## src/rtl/imem_responder.sv

```systemverilog
// Loadable, PC-addressed instruction store: program words are loaded sequentially, then fetches answer in one cycle.
// Latency 1 cycle fetch->instruction; load_ready deasserts when full, and fetches are ignored outside RUN.
// Backpressure: a load word is taken only when load_valid && load_ready; words offered while full are dropped.
module imem_responder #(
   parameter int          DEPTH    = 64,
   parameter logic [31:0] NOP_WORD = 32'h0000_0013
) (
   input  logic                       clk,
   input  logic                       nrst,
   input  logic                       load_en,
   input  logic                       load_valid,
   input  logic [31:0]                load_data,
   output logic                       load_ready,
   output logic [$clog2(DEPTH):0]     load_count,
   input  logic                       fetch_req,
   input  logic [31:0]                pc,
   output logic [31:0]                instruction,
   output logic                       instr_valid,
   output logic                       fetch_fault,
   output logic                       busy
);

   localparam int AW = $clog2(DEPTH);
   localparam int CW = AW + 1;

   typedef enum logic [1:0] {S_IDLE, S_LOAD, S_RUN, S_FAULT} state_t;

   state_t         state, state_nxt;
   logic [CW-1:0]  count_nxt;
   logic [31:0]    instr_nxt;
   logic           vld_nxt;
   logic           flt_nxt;
   logic           wr_en;
   logic [29:0]    word_idx;
   logic           in_range;
   logic [31:0]    rd_word;
   logic [31:0]    mem [DEPTH];

   assign word_idx   = pc[31:2];
   // Full 30-bit compare so large PCs never alias onto low words.
   assign in_range   = word_idx < {{(30-CW){1'b0}}, load_count};
   assign rd_word    = mem[pc[AW+1:2]];
   assign load_ready = (state == S_LOAD) && (load_count < CW'(DEPTH));
   assign wr_en      = load_ready && load_valid;
   assign busy       = (state == S_LOAD);

   always_comb begin
      state_nxt = state;
      count_nxt = load_count;
      instr_nxt = instruction;
      vld_nxt   = 1'b0;
      flt_nxt   = fetch_fault;
      case (state)
         S_IDLE: begin
            if (load_en) begin
               state_nxt = S_LOAD;
               count_nxt = '0;
            end
         end
         S_LOAD: begin
            if (wr_en) count_nxt = load_count + CW'(1);
            if (!load_en) state_nxt = (load_count != '0) ? S_RUN : S_IDLE;
         end
         S_RUN: begin
            if (load_en) begin
               state_nxt = S_LOAD;
               count_nxt = '0;
            end else if (fetch_req) begin
               if (pc[1:0] != 2'b00) begin
                  instr_nxt = NOP_WORD;
                  flt_nxt   = 1'b1;
                  state_nxt = S_FAULT;
               end else begin
                  instr_nxt = in_range ? rd_word : NOP_WORD;
                  vld_nxt   = 1'b1;
               end
            end
         end
         S_FAULT: begin
            if (load_en) begin
               state_nxt = S_LOAD;
               count_nxt = '0;
               flt_nxt   = 1'b0;
            end
         end
         default: state_nxt = S_IDLE;
      endcase
   end

   always_ff @(posedge clk or negedge nrst) begin
      if (!nrst) begin
         state       <= S_IDLE;
         load_count  <= '0;
         instruction <= NOP_WORD;
         instr_valid <= 1'b0;
         fetch_fault <= 1'b0;
      end else begin
         state       <= state_nxt;
         load_count  <= count_nxt;
         instruction <= instr_nxt;
         instr_valid <= vld_nxt;
         fetch_fault <= flt_nxt;
      end
   end

   // Program storage is deliberately not reset.
   always_ff @(posedge clk) begin
      if (wr_en) mem[load_count[AW-1:0]] <= load_data;
   end

endmodule

```

## config.mk

```make
export PLATFORM = sky130hd
export DESIGN_NAME = imem_responder
export DESIGN_NICKNAME = d
export VERILOG_FILES = /design/src/rtl/imem_responder.sv
export SDC_FILE = /design/constraint.sdc
export NUM_CORES = 2
export LEC_CHECK = 0
export CORE_ASPECT_RATIO = 1.5
export CORE_MARGIN = 10
export CORE_UTILIZATION = 40
export CTS_CLUSTER_SIZE = 30
export DETAILED_ROUTE_END_ITERATION = 16
export GPL_ROUTABILITY_DRIVEN = 0
export PLACE_DENSITY_LB_ADDON = 0.15
export SYNTH_ARGS = -nofsm -noshare
export SYNTH_HDL_FRONTEND = slang
export SYNTH_SLANG_ARGS = --single-unit
export TNS_END_PERCENT = 30
```

## constraint.sdc

```tcl
create_clock -name clk -period 6.8 [get_ports clk]
set_input_delay 1.02 -clock clk [delete_from_list [all_inputs] [get_ports clk]]
set_output_delay 1.02 -clock clk [all_outputs]
set_load 0.01 [all_outputs]
```

Word level (Yosys, flattened, before mapping):

Memories as Yosys holds them, arrays and structs flattened.
Cells that the tools add are included.

* register bits: 43
* RAM bits: 2048
* bits of input ports: 69
* output and inout bits: 43
* logic and storage cells: 58
* memories kept: 1

Memory list
* mem: depth 64, width 32, read ports 1, clocked after memory_dff 0, write ports 1, RTL line 37 `logic [31:0] mem [DEPTH];`

* add/subtract/negate cells: 1
* magnitude comparators: 2
* equal/unequal tests: 13
* mux-type cells: 23
* bitwise operators: 1
* reductions and logical operators: 12

Operators with widths (number)
* 32-bit two-way mux: 2
* 30-bit by 7-bit < comparator with 1-bit output: 1
* 7-bit two-way mux: 2
* 7-bit one-hot mux with 2 select lines: 1
* 2-bit two-way mux: 6
* 1-bit two-way mux: 10
* 2-bit inequality test, second input constant: 5
* 7-bit by 1-bit adder with 7-bit output, second input constant: 1
* 7-bit < comparator, second input constant: 1
* 7-bit nonzero test: 1
* 2-bit by 1-bit inequality test with 1-bit output, second input constant: 3
* 3-bit inequality test, second input constant: 2
* 2-bit one-hot mux with 3 select lines: 1
* 5-bit AND reduction: 1
* 2-bit equality test, second input constant: 2
* 4-bit AND reduction: 1
* 2-bit nonzero test: 2
* 3-bit AND reduction: 1
* 3-bit OR reduction: 1
* 2-bit by 1-bit equality test with 1-bit output, second input constant: 1
* 1-bit logical AND: 2
* 2-bit logical NOT: 1
* 1-bit one-hot mux with 2 select lines: 1
* 2-bit AND reduction: 1
* other kinds (2): 2

Logic depth before layout (Yosys ltp):

* depth after elaboration: 5
* mapped depth: 12
* depth with buffers taken out: 8

Worst setup path before layout:

Ideal clock, no wire load.

* path type: input to register
* start: input port load_valid
* end: memory mem[63][0], enable pin
* library setup time: 421 ps
* arrival time: 3239 ps
* required time: 6379 ps
* setup slack: 3139 ps
* cell stages on the path: 5
* path buffers: 1
* cells stage by stage: and3b_1 > clkbuf_1 > and2_1 > nand3_1 > nor2_1

* longest elaborated chain between the ends: 3

RTL lines
* from (decl): RTL line 11 `input logic load_valid,`
* 1-bit logical AND: RTL line 44 `assign wr_en = load_ready && load_valid;`
* 1-bit two-way mux: RTL line 108 `if (wr_en) mem[load_count[AW-1:0]] <= load_data;`
* 1-bit two-way mux (not written as such): RTL line 108
* to (decl): RTL line 37

Every way passes these cells.

Worst setup path in the final report:

* start: input port pc[2]
* end: register instruction[16]

* longest elaborated chain between the ends: 3
* elaborated cells on any way between the ends: 4
* those cells by class: order compare (1); mux (2); memory (1)

RTL lines
* from (decl): RTL line 16 `input logic [31:0] pc,`
* 30-bit by 7-bit < comparator with 1-bit output / memory read 64 x 32 bit (equally long branches)
* 32-bit two-way mux (*): RTL line 74 `instr_nxt = in_range ? rd_word : NOP_WORD;`
* 32-bit two-way mux (*): RTL line 69 `if (pc[1:0] != 2'b00) begin`
* to (signal assigned): RTL line 100 `instruction <= instr_nxt;`
* to (decl): RTL line 17 `output logic [31:0] instruction,`

Mark *: on every way between the ends. The rest lies on a longest branch, timed or not.
A chain may end at the register's enable or synchronous reset.

==> run_results.csv <==
group,metric,value,unit
status,status,"finished, final reports clean",
floorplanning,fp.dieH,569.3,µm
synth,netlist.area_leader.share,0.7644,
place,port_buffers,111,
synth,async_reset_ff_frac,0.02056,
cts,post_cts_buffers,0,
global_routing,grt_pass1_vias,40000,
synth,ys_warn_count,0,
detailed_routing,wl_per_cell,35.26,µm
global_routing,grt_max_degree,65,
cts,cts_hold_buffers,0,
synth,synth.largest_area_cell,"edfxtp_1",
synth,syn_area,80460,µm²
layout,drive_gt1_frac,0.2794,
sta,hold_viol_final,0,
cts,clockRootBuffer,"clkbuf_16",
critical_path,start_kind,"input port",
global_routing,grt_usage,0.2093,
sta,fin_crit_sh,0.5643,
sta,rsz0062_at_grt,"no",
synth,synth.yosys.seq_area_share,0.7778,
floorplanning,io_pins,112,
synth,synth_edf_count,2048,
global_routing,use_met2,0.3672,
place,dpl.hpwl,137400,µm
layout,final_core_util,0.4581,
global_routing,top_usage_layer,"met2",
sta,period_needed,3.837,ns
critical_path,reg2reg_to,"mem[46][6]$_DFFE_PP_",
detailed_routing,antenna_left,0,
synth,ys_seq_elements,2091,
global_routing,use_met3,0.02542,
critical_path,critPathKind,"input port to register",
cts,clk_path_buf_depth,4,
detailed_routing,vias,38110,
floorplanning,core_area,199900,µm²
sta,skew,0.03970,ns
floorplanning,floorplan.die.width,386.2,µm
worst_hold_path,hp-class,"input port to async pin",
global_routing,antenna_found_initial,7,
critical_path,arrival,4.54,ns
global_routing,gr-total-overflow,0,
synth,synth_nets,3578,
sta,drv_slew,0,
sta,setup_tns,0,ns
global_routing,gr-usage-met1,0.2726,
floorplanning,initial_utilization,0.4024,
layout,final_common_cell,"edfxtp_1",
critical_path,r2r_cells,7,
critical_path,r2r-start,"state[1]$_DFFE_PN0P_",
pwr,p_leak,0.02855,µW
synth,yosys_most_used_dff,"edfxtp_1",
cts,htreeDepth,4,
sta,tightest_slew,1.376,ns
critical_path,cp.required,7.50,ns
job,maxCapViolations,0,
detailed_routing,drc,0,
critical_path,crit_fanout,49,
pwr,p_per_area,292.6,nW/µm²
cts,clock-sinks,2091,
detailed_routing,post_drt_via_cell_ratio,5.788,
layout,syn_to_final_growth,13.84,%
layout,fillCellCount,16610,
sta,setup_violations,0,
critical_path,worst-r2r-setup-slack,3.02,ns
synth,syn_avg_cell_area,23.00,µm²
cts,cts_made_buffers,200,
global_routing,grt_pass1_wl,324400,µm
synth,syn_inst,3498,
layout,seqCellArea,62580,µm²
detailed_routing,drt_wl_total,232200,µm
floorplanning,dieArea,219800,µm²
floorplanning,core.rowCount,201,
layout,fin_nets,3865,
layout,multi_input_comb_area,17100,µm²
cts,clkLatencyLatePin,0.84,ns
detailed_routing,drt_iter0_markers,3869,
layout,layout_common_cells,"edfxtp_1, mux4_2, clkbuf_16",
sta,relSlewSlack,0.08073,
cts,cts_resized,0,
cts,clk_pin_slew,0.06,ns
synth,synth_area_leaders,"edfxtp_1, mux4_2, mux2i_1",
critical_path,end_kind,"register",
cts,cts_tree,"yes",
detailed_routing,drtPass1Iterations,5,
synth,yosysUniqueCellTypes,59,
pwr,peakVddDrop,228.2,µV
sta,max_freq,260.6,MHz
-- layer usage --
layer | wire length (µm) | part of all wire | vias up
li1 | - | - | 15430
met4 | 6786 | 0.029 | 2
met1 | 93230 | 0.40 | 21190
met2 | 121600 | 0.52 | 1190
met3 | 10520 | 0.045 | 296
met5 | 13 | 0.000056 | -
-- kinds of logic after synthesis --
| group | count (synthesis) | synth area share |
|---|---|---|
| muxes | 661 | 0.1682 |
| AOI/OAI and AO/OA | 217 | 0.01841 |
| and+or+nand+nor | 318 | 0.01770 |
| buffers and inverters | 196 | 0.01574 |
| DFF | 2091 | 0.7778 |
| xor gates and xnor gates | 4 | 0.0004354 |
| adders and majority gates | 11 | 0.001711 |
-- metrics by stage --
step | setup slack [ns] | instances | instance area [µm²] | power [µW] | hold WS [ns]
2_1_floorplan | 3.139 | 3498 | 80460 | 15380 | 0.5001
3_3_place_gp | 1.934 | 6222 | 85340 | 16190 | 0.4992
3_5_place_dp | 1.991 | 6222 | 85340 | 16200 | 0.4872
4_1_cts | 2.855 | 6583 | 91590 | 27020 | 0.4021
5_1_grt | 2.818 | 6584 | 91590 | 27540 | 0.4387
6_report | 2.963 | 6584 | 91590 | 26800 | 0.4253
-- cell type report --
| cell class | count | share of cell area |
|---|---|---|
| clock buffers | 263 | 0.05880 |
| well taps | 2639 | 0.03605 |
| inverters | 14 | 0.0006011 |
| multi-input cells | 1211 | 0.1867 |
| flip-flops and latches | 2091 | 0.6833 |
| diodes | 1 | 0.00002732 |
| clock inverters | 98 | 0.009372 |
| repair buffers | 267 | 0.02515 |
-- worst max path at each step --
stage | startpoint | end | cells after the start
after global placement | pc[2] | instruction[16]$_DFFE_PN0P_ | 9
after CTS | pc[2] | instruction[16]$_DFFE_PN0P_ | 9
after floorplan | load_valid | mem[63][0]$_DFFE_PP_ | 5
after detailed placement | pc[2] | instruction[16]$_DFFE_PN0P_ | 9
after global routing | state[1]$_DFFE_PN0P_ | mem[30][9]$_DFFE_PP_ | 6
final | pc[2] | instruction[16]$_DFFE_PN0P_ | 9
-- state kept, by name, summed over array words and instances, names as in the netlist --
| register | cells |
|---|---|
| instruction | 32 |
| mem | 2048 |
| load_count | 7 |
| fetch_fault | 1 |
| state | 2 |
| instr_valid | 1 |
-- power breakdown --
| group | internal [µW] | switching (µW) | total [µW] |
|---|---|---|---|
| combinational | 560 | 1020 | 1580 |
| sequential | 14300 | 50.6 | 14300 |
| clock | 6130 | 4780 | 10900 |
| total | 20900 | 5850 | 26800 |
-- Yosys cell counts, drive strengths merged (4+ instances only) --
| library cell | n |
|---|---|
| a211oi | 26 |
| a21o | 6 |
| a21oi | 35 |
| a221oi | 10 |
| a22o | 9 |
| a22oi | 23 |
| a311oi | 6 |
| a31oi | 4 |
| and2 | 7 |
| and3 | 6 |
| and4b | 4 |
| buf | 142 |
| clkbuf | 40 |
| dfrtp | 40 |
| edfxtp | 2048 |
| ha | 11 |
| inv | 12 |
| mux2 | 8 |
| mux2i | 101 |
| mux4 | 552 |
| nand2 | 113 |
| nand2b | 4 |
| nand3 | 22 |
| nand4 | 5 |
| nor2 | 108 |
| nor2b | 20 |
| nor3 | 16 |
| nor4 | 6 |
| o211ai | 5 |
| o21a | 4 |
| o21ai | 28 |
| o221ai | 4 |
| o22ai | 33 |
| o31ai | 6 |
| xnor2 | 4 |
-- critical path, stage by stage --
cell,delay (ns)
buf_8,0.52
buf_4,0.56
inv_2,0.26
buf_4,0.34
mux2i_1,0.39
o22ai_1,0.22
nor3_1,0.76
a2bb2oi_1,0.27
nor2_1,0.06
Note: power is estimated with default switching activity, not from simulation.
